File: config.mk
export PLATFORM = sky130hd
export DESIGN_NAME = somador_seq_bcd
export DESIGN_NICKNAME = d
export VERILOG_FILES = /design/src/rtl/somador_seq_bcd.sv
export SDC_FILE = /design/constraint.sdc
export NUM_CORES = 1
export LEC_CHECK = 0
export ABC_AREA = 1
export BUFFER_PORTS_ARGS = -buffer_cell sky130_fd_sc_hd__buf_4
export CORE_ASPECT_RATIO = 1.1
export CORE_MARGIN = 8
export CORE_UTILIZATION = 45
export DETAILED_ROUTE_END_ITERATION = 10
export GPL_TIMING_DRIVEN = 0
export PLACE_DENSITY = 0.77
export SYNTH_ARGS = -nofsm -noshare
export SYNTH_HDL_FRONTEND = slang
export SYNTH_SLANG_ARGS = --single-unit
export TNS_END_PERCENT = 50
File: constraint.sdc
create_clock -name CLOCK_50 -period 1.8 [get_ports CLOCK_50]
set_input_delay 0.36 -clock CLOCK_50 [delete_from_list [all_inputs] [get_ports CLOCK_50]]
set_output_delay 0.36 -clock CLOCK_50 [all_outputs]
set_load 0.02 [all_outputs]
File: src/rtl/somador_seq_bcd.sv
// rtl/somador_seq_bcd.sv - sequential add/sub with double-dabble BCD and seven-segment output
module somador_seq_bcd #(
   parameter int WIDTH  = 8,
   parameter int DIGITS = 3,
   parameter bit BLANK  = 1'b1
) (
   input  logic                  CLOCK_50,
   input  logic                  KEY0,
   input  logic [WIDTH-1:0]      A,
   input  logic [WIDTH-1:0]      B,
   input  logic                  Te,
   input  logic                  mode,
   input  logic                  start,
   output logic                  busy,
   output logic                  done,
   output logic [WIDTH:0]        S,
   output logic                  Ts,
   output logic [7*DIGITS-1:0]   HEX
);

   localparam int CW = $clog2(WIDTH + 2);
   localparam int BW = 4 * DIGITS;
   // counter value seen on the edge that performs the final (WIDTH+1)th shift
   localparam logic [CW-1:0] LAST = CW'(WIDTH);

   typedef enum logic [1:0] {
      ST_IDLE = 2'd0,
      ST_CONV = 2'd1,
      ST_DONE = 2'd2
   } state_t;

   state_t          state_q, state_d;
   logic [WIDTH:0]  s_q, s_d;
   logic            ts_q, ts_d;
   logic [WIDTH:0]  shift_q, shift_d;
   logic [BW-1:0]   scratch_q, scratch_d;
   logic [BW-1:0]   bcd_q, bcd_d;
   logic [CW-1:0]   cnt_q, cnt_d;

   logic [WIDTH:0]     res_w;
   logic [WIDTH:0]     mag_w;
   logic [BW-1:0]      adj_w;
   logic [BW+WIDTH:0]  cat_w;
   logic               accept_w;

   // seven-segment code, bit 6 = segment a, active-low
   function automatic logic [6:0] seg_of(input logic [3:0] d);
      case (d)
         4'd0:    seg_of = 7'b0000001;
         4'd1:    seg_of = 7'b1001111;
         4'd2:    seg_of = 7'b0010010;
         4'd3:    seg_of = 7'b0000110;
         4'd4:    seg_of = 7'b1001100;
         4'd5:    seg_of = 7'b0100100;
         4'd6:    seg_of = 7'b0100000;
         4'd7:    seg_of = 7'b0001111;
         4'd8:    seg_of = 7'b0000000;
         4'd9:    seg_of = 7'b0000100;
         default: seg_of = 7'b1111111;
      endcase
   endfunction

   // state and datapath registers; reset aborts any operation in flight
   always_ff @(posedge CLOCK_50 or negedge KEY0) begin
      if (!KEY0) begin
         state_q   <= ST_IDLE;
         s_q       <= '0;
         ts_q      <= 1'b0;
         shift_q   <= '0;
         scratch_q <= '0;
         bcd_q     <= '0;
         cnt_q     <= '0;
      end else begin
         state_q   <= state_d;
         s_q       <= s_d;
         ts_q      <= ts_d;
         shift_q   <= shift_d;
         scratch_q <= scratch_d;
         bcd_q     <= bcd_d;
         cnt_q     <= cnt_d;
      end
   end

   // next-state: one CONV edge per result bit, then a single DONE cycle
   always_comb begin
      state_d = state_q;
      case (state_q)
         ST_IDLE: if (start) state_d = ST_CONV;
         ST_CONV: if (cnt_q == LAST) state_d = ST_DONE;
         ST_DONE: state_d = ST_IDLE;
         default: state_d = ST_IDLE;
      endcase
   end

   // FSM outputs
   always_comb begin
      busy = (state_q != ST_IDLE);
      done = (state_q == ST_DONE);
   end

   // arithmetic, magnitude and one double-dabble step
   always_comb begin
      logic [3:0] nib;
      nib = '0;
      if (mode)
         res_w = {1'b0, A} - {1'b0, B} - {{WIDTH{1'b0}}, Te};
      else
         res_w = {1'b0, A} + {1'b0, B} + {{WIDTH{1'b0}}, Te};
      // a negative difference is at least -2^WIDTH, so its negation still fits
      mag_w = (mode && res_w[WIDTH]) ? -res_w : res_w;
      adj_w = scratch_q;
      for (int i = 0; i < DIGITS; i++) begin
         nib = scratch_q[4*i +: 4];
         adj_w[4*i +: 4] = (nib >= 4'd5) ? nib + 4'd3 : nib;
      end
      cat_w = {adj_w, shift_q} << 1;
   end

   // register updates for capture and conversion
   always_comb begin
      accept_w  = (state_q == ST_IDLE) && start;
      s_d       = s_q;
      ts_d      = ts_q;
      shift_d   = shift_q;
      scratch_d = scratch_q;
      bcd_d     = bcd_q;
      cnt_d     = cnt_q;
      if (accept_w) begin
         s_d       = res_w;
         // carry-out and sign-of-difference both land in the top bit
         ts_d      = res_w[WIDTH];
         shift_d   = mag_w;
         scratch_d = '0;
         cnt_d     = '0;
      end else if (state_q == ST_CONV) begin
         scratch_d = cat_w[BW+WIDTH:WIDTH+1];
         shift_d   = cat_w[WIDTH:0];
         cnt_d     = cnt_q + 1'b1;
         if (cnt_q == LAST) bcd_d = cat_w[BW+WIDTH:WIDTH+1];
      end
   end

   // display decode with leading-zero blanking from the top digit down
   always_comb begin
      logic       all_zero;
      logic [3:0] digit;
      HEX      = '1;
      all_zero = 1'b1;
      digit    = '0;
      for (int k = DIGITS - 1; k >= 0; k--) begin
         digit    = bcd_q[4*k +: 4];
         all_zero = all_zero && (digit == 4'd0);
         if (BLANK && (k != 0) && all_zero)
            HEX[7*k +: 7] = 7'b1111111;
         else
            HEX[7*k +: 7] = seg_of(digit);
      end
   end

   assign S  = s_q;
   assign Ts = ts_q;

endmodule

==> flow_metrics.env <==
export IMPL_chipHeight_um=114.0
export IMPL_grt_max_degree=49
export IMPL_ys_seq_elements=48
export IMPL_tritoncts="yes"
export IMPL_clk_pin_slew_ns=0.09
export IMPL_drv_cap=0
export IMPL_crit_fanout=3
export IMPL_post_synth_top_count_cell="nand2_1"
export IMPL_async_reset_ff_frac=1.000
export IMPL_finish_instance_area_um2=5328
export IMPL_crit_top_cell="nand2_2"
export IMPL_violations="setup timing"
export IMPL_status="finished with violations"
export IMPL_synth_xor_area_frac=0.006690
export IMPL_fp_row_count=35
export IMPL_grt_pass1_vias=3780
export IMPL_slew_headroom=0.6051
export IMPL_overflow=0
export IMPL_grt_antenna_before_repair=0
export IMPL_avgSynthCellArea_um2=7.102
export IMPL_finClkSkew_ns=0.003140
export IMPL_synth_top_area_frac=0.3058
export IMPL_syn_area_um2=3928
export IMPL_wl_per_cell_um=13.76
export IMPL_gp_congestion=0.8094
export IMPL_power_leakage_nw=2.621
export IMPL_antenna_cells=0
export IMPL_drc=0
export IMPL_drtPass1Iterations=4
export IMPL_nets=700
export IMPL_criticalPathCategory="in -> reg"
export IMPL_power_mw=8.948
export IMPL_synth_simple_area_share=0.2807
export IMPL_start_util=0.4647
export IMPL_area_growth_synth_to_final_pct=35.65
export IMPL_numPortBuffers=53
export IMPL_layout_setup_ws_ns=-0.3386
export IMPL_htree_levels=2
export IMPL_insertion_delay_ns=0.31
export IMPL_hold_class="in -> async"
export IMPL_ys_types=35
export IMPL_cts_buffers=5
export IMPL_synth_fp_nets=623
export IMPL_wirelength_mm=10.21
export IMPL_dr_total_vias=3832
export IMPL_synth_top_family_by_area="simple AND/OR/NAND/NOR gates"
export IMPL_synthFlopType="dfrtp_1"
export IMPL_grt_pass1_wl_mm=16.42
export IMPL_fmax_mhz=467.6
export IMPL_crit_family="adder cells"
export IMPL_power_density_nw_per_um2=1680
export IMPL_crit_arrival_ns=2.34
export IMPL_die_x_um=105.1
export IMPL_synth_top_cell_by_area="dfrtp_1"
export IMPL_synth_compound_area_frac=0.1408
export IMPL_min_period_over_period=1.188
export IMPL_dieArea_um2=11980
export IMPL_rsz0062_at_grt="true"
export IMPL_synthTopCellsByArea="dfrtp_1 (31%), ha_1 (14%), nand2_1 (13%), o21ai_0 (8.2%), inv_1 (8.1%)"
export IMPL_io_pins=54
export IMPL_ir_drop_uv=757.2
export IMPL_cts_sink_count=48
export IMPL_setup_viol=25
export IMPL_period_minus_slack_ns=2.139
export IMPL_tightest_slew_ns=0.5924
export IMPL_grt_usage=0.1610
export IMPL_yosys_warnings=0
export IMPL_crit_required_ns=2.00
export IMPL_dp_worst_setup_slack_ns=-0.7736
export IMPL_crit_path_start_kind="input pin"
export IMPL_end_kind="flop"
export IMPL_cts_root_buf="clkbuf_8"
export IMPL_cpPeakStageDelay_ns=0.62
export IMPL_drive_gt1_frac=0.3312
export IMPL_ctsLongestPathBuffers=2
export IMPL_dpl_cell_area_um2=4569
export IMPL_nFillCells=696
export IMPL_postCtsHoldBufs=0
export IMPL_synth_mux_area_frac=0
export IMPL_core_region_area_um2=8452
export IMPL_slew_viol_final=0
export IMPL_synthAdderAreaFrac=0.1637
export IMPL_synthCells=553
export IMPL_slowest_stage="fa_2"
export IMPL_detail_route_iter0_violations=203
export IMPL_ys_seq_area_frac=0.3058
export IMPL_antenna_left=0
export IMPL_ys_top_cells_by_count="nand2_1 (138), inv_1 (85), o21ai_0 (64)"
export IMPL_dp_hpwl_mm=7.207
export IMPL_synth_edff_count=0
export IMPL_path_buf_inv=4
export IMPL_path_cells="buf_6 -> fa_2 -> ha_4 -> inv_2 -> nand2_2 -> nand2_2 -> a21oi_4 -> inv_2 -> ha_4 -> inv_4 -> nor3_4 -> nand3_2 -> nand2_2 -> nand2_1 -> nand3_1 -> nand2_1"
export IMPL_viasPerCell=5.164
export IMPL_hold_viol=0
report_power, final:
group	internal [mW]	total, mW	leakage (nW)	switching [mW]
clock	0.419	0.814	0.0548	0.396
sequential	1.60	2.02	0.590	0.424
combinational	2.56	6.11	1.98	3.56
total	4.57	8.95	2.62	4.38
path summary, 6_finish.rpt:
kind / startpoint / end / slack [ns] / depth (start not counted)
worst max-delay path: Te / shift_q[6] / -0.34 / 16
worst min-delay path: KEY0 / bcd_q[7] / 0.04 / 1
worst max register to register: state_q[1] / scratch_q[9] / 0.17 / 7
worst min register to register: shift_q[7] / shift_q[7] / 0.49 / 2
max in group asynchronous: KEY0 / bcd_q[11] / 1.33 / 1
min in group CLOCK_50: mode / S[1] / 0.46 / 3
layout by cell type (no fill, tap or decap), types with 2 or more instances in the layout:
cell type and instances:
o21ai_1 15, inv_1 65, a21oi_2 3, buf_6 23, nor3_1 3, nor2_1 33
ha_4 19, o21ai_0 44, nand4_1 2, nor2_2 5, xor2_1 3, dfrtp_2 2
inv_4 3, nand2_1 117, nand3_1 33, nand3b_1 2, clkbuf_2 2, clkbuf_1 5
nand2_4 6, inv_2 22, a21oi_4 2, dfrtp_1 46, a21oi_1 12, fa_2 4
clkbuf_8 5, a22oi_1 3, nor3_4 2, o22ai_1 7, o21bai_1 2, nand3_2 11
nor2_4 6, nand2_2 22, o211ai_1 2, or2_4 3, buf_4 50, o21ai_2 7
ha_1 25, or2_2 2
cells by family after synthesis:
family | Yosys count
AND/OR/NAND/NOR | 250
buffers and inverters | 102
AO/OA/AOI/OAI | 101
adder cells (fa/ha/maj) | 49
flip-flops | 48
XOR/XNOR | 3
metrics by stage:
step	util	std cells	hold WS [ns]	setup TNS (ns)
final	0.6303	742	0.04210	-4.574
after global routing	0.6303	742	0.08848	-7.125
after CTS	0.5890	735	0.06947	-4.752
after detailed placement	0.5406	717	0.4133	-9.108
after global placement	0.5406	717	0.4029	-7.671
after floorplan	-	553	0.06441	-3.033
final cells by class:
| class | count | area (µm²) | share of cell area |
|---|---|---|---|
| Timing Repair Buffer | 70 | 620.6 | 0.1165 |
| Inverter | 90 | 345.3 | 0.06482 |
| Clock inverter | 3 | 46.29 | 0.008690 |
| Tap cell | 111 | 138.9 | 0.02607 |
| Buffer | 12 | 70.07 | 0.01315 |
| Clock buffer | 5 | 68.82 | 0.01292 |
| Multi-Input combinational cell | 403 | 2834 | 0.5319 |
| Sequential cell | 48 | 1204 | 0.2259 |
state kept, by name, indices dropped and copies added (netlist names):
name	cells
shift_q	9
scratch_q	12
cnt_q	4
bcd_q	12
state_q	2
S	9
worst reg2reg max path, cell delays in order (launching register included):
cell and delay [ns]:
dfrtp_1 0.39, nor2_1 0.14, nand2_1 0.18, inv_2 0.18, nor2_1 0.07, inv_1 0.21, buf_4 0.23, o22ai_1 0.10
layer usage:
| metal | share of wire | up-vias | track usage |
|---|---|---|---|
| li1 | - | 1926 | - |
| met1 | 0.42 | 1819 | 0.1799 |
| met2 | 0.53 | 76 | 0.2950 |
| met3 | 0.041 | 11 | 0.03666 |
| met4 | 0.014 | 0 | 0.05048 |
| met5 | 0 | - | 0 |
what timing repair did:
item                       4_1_cts  5_1_grt
gates cloned                     0        0
pin swaps                       22       28
buffers inserted                10       10
gates resized for setup         65       88
setup endpoints to repair       33       50
Power figures use the tool's default switching activity.
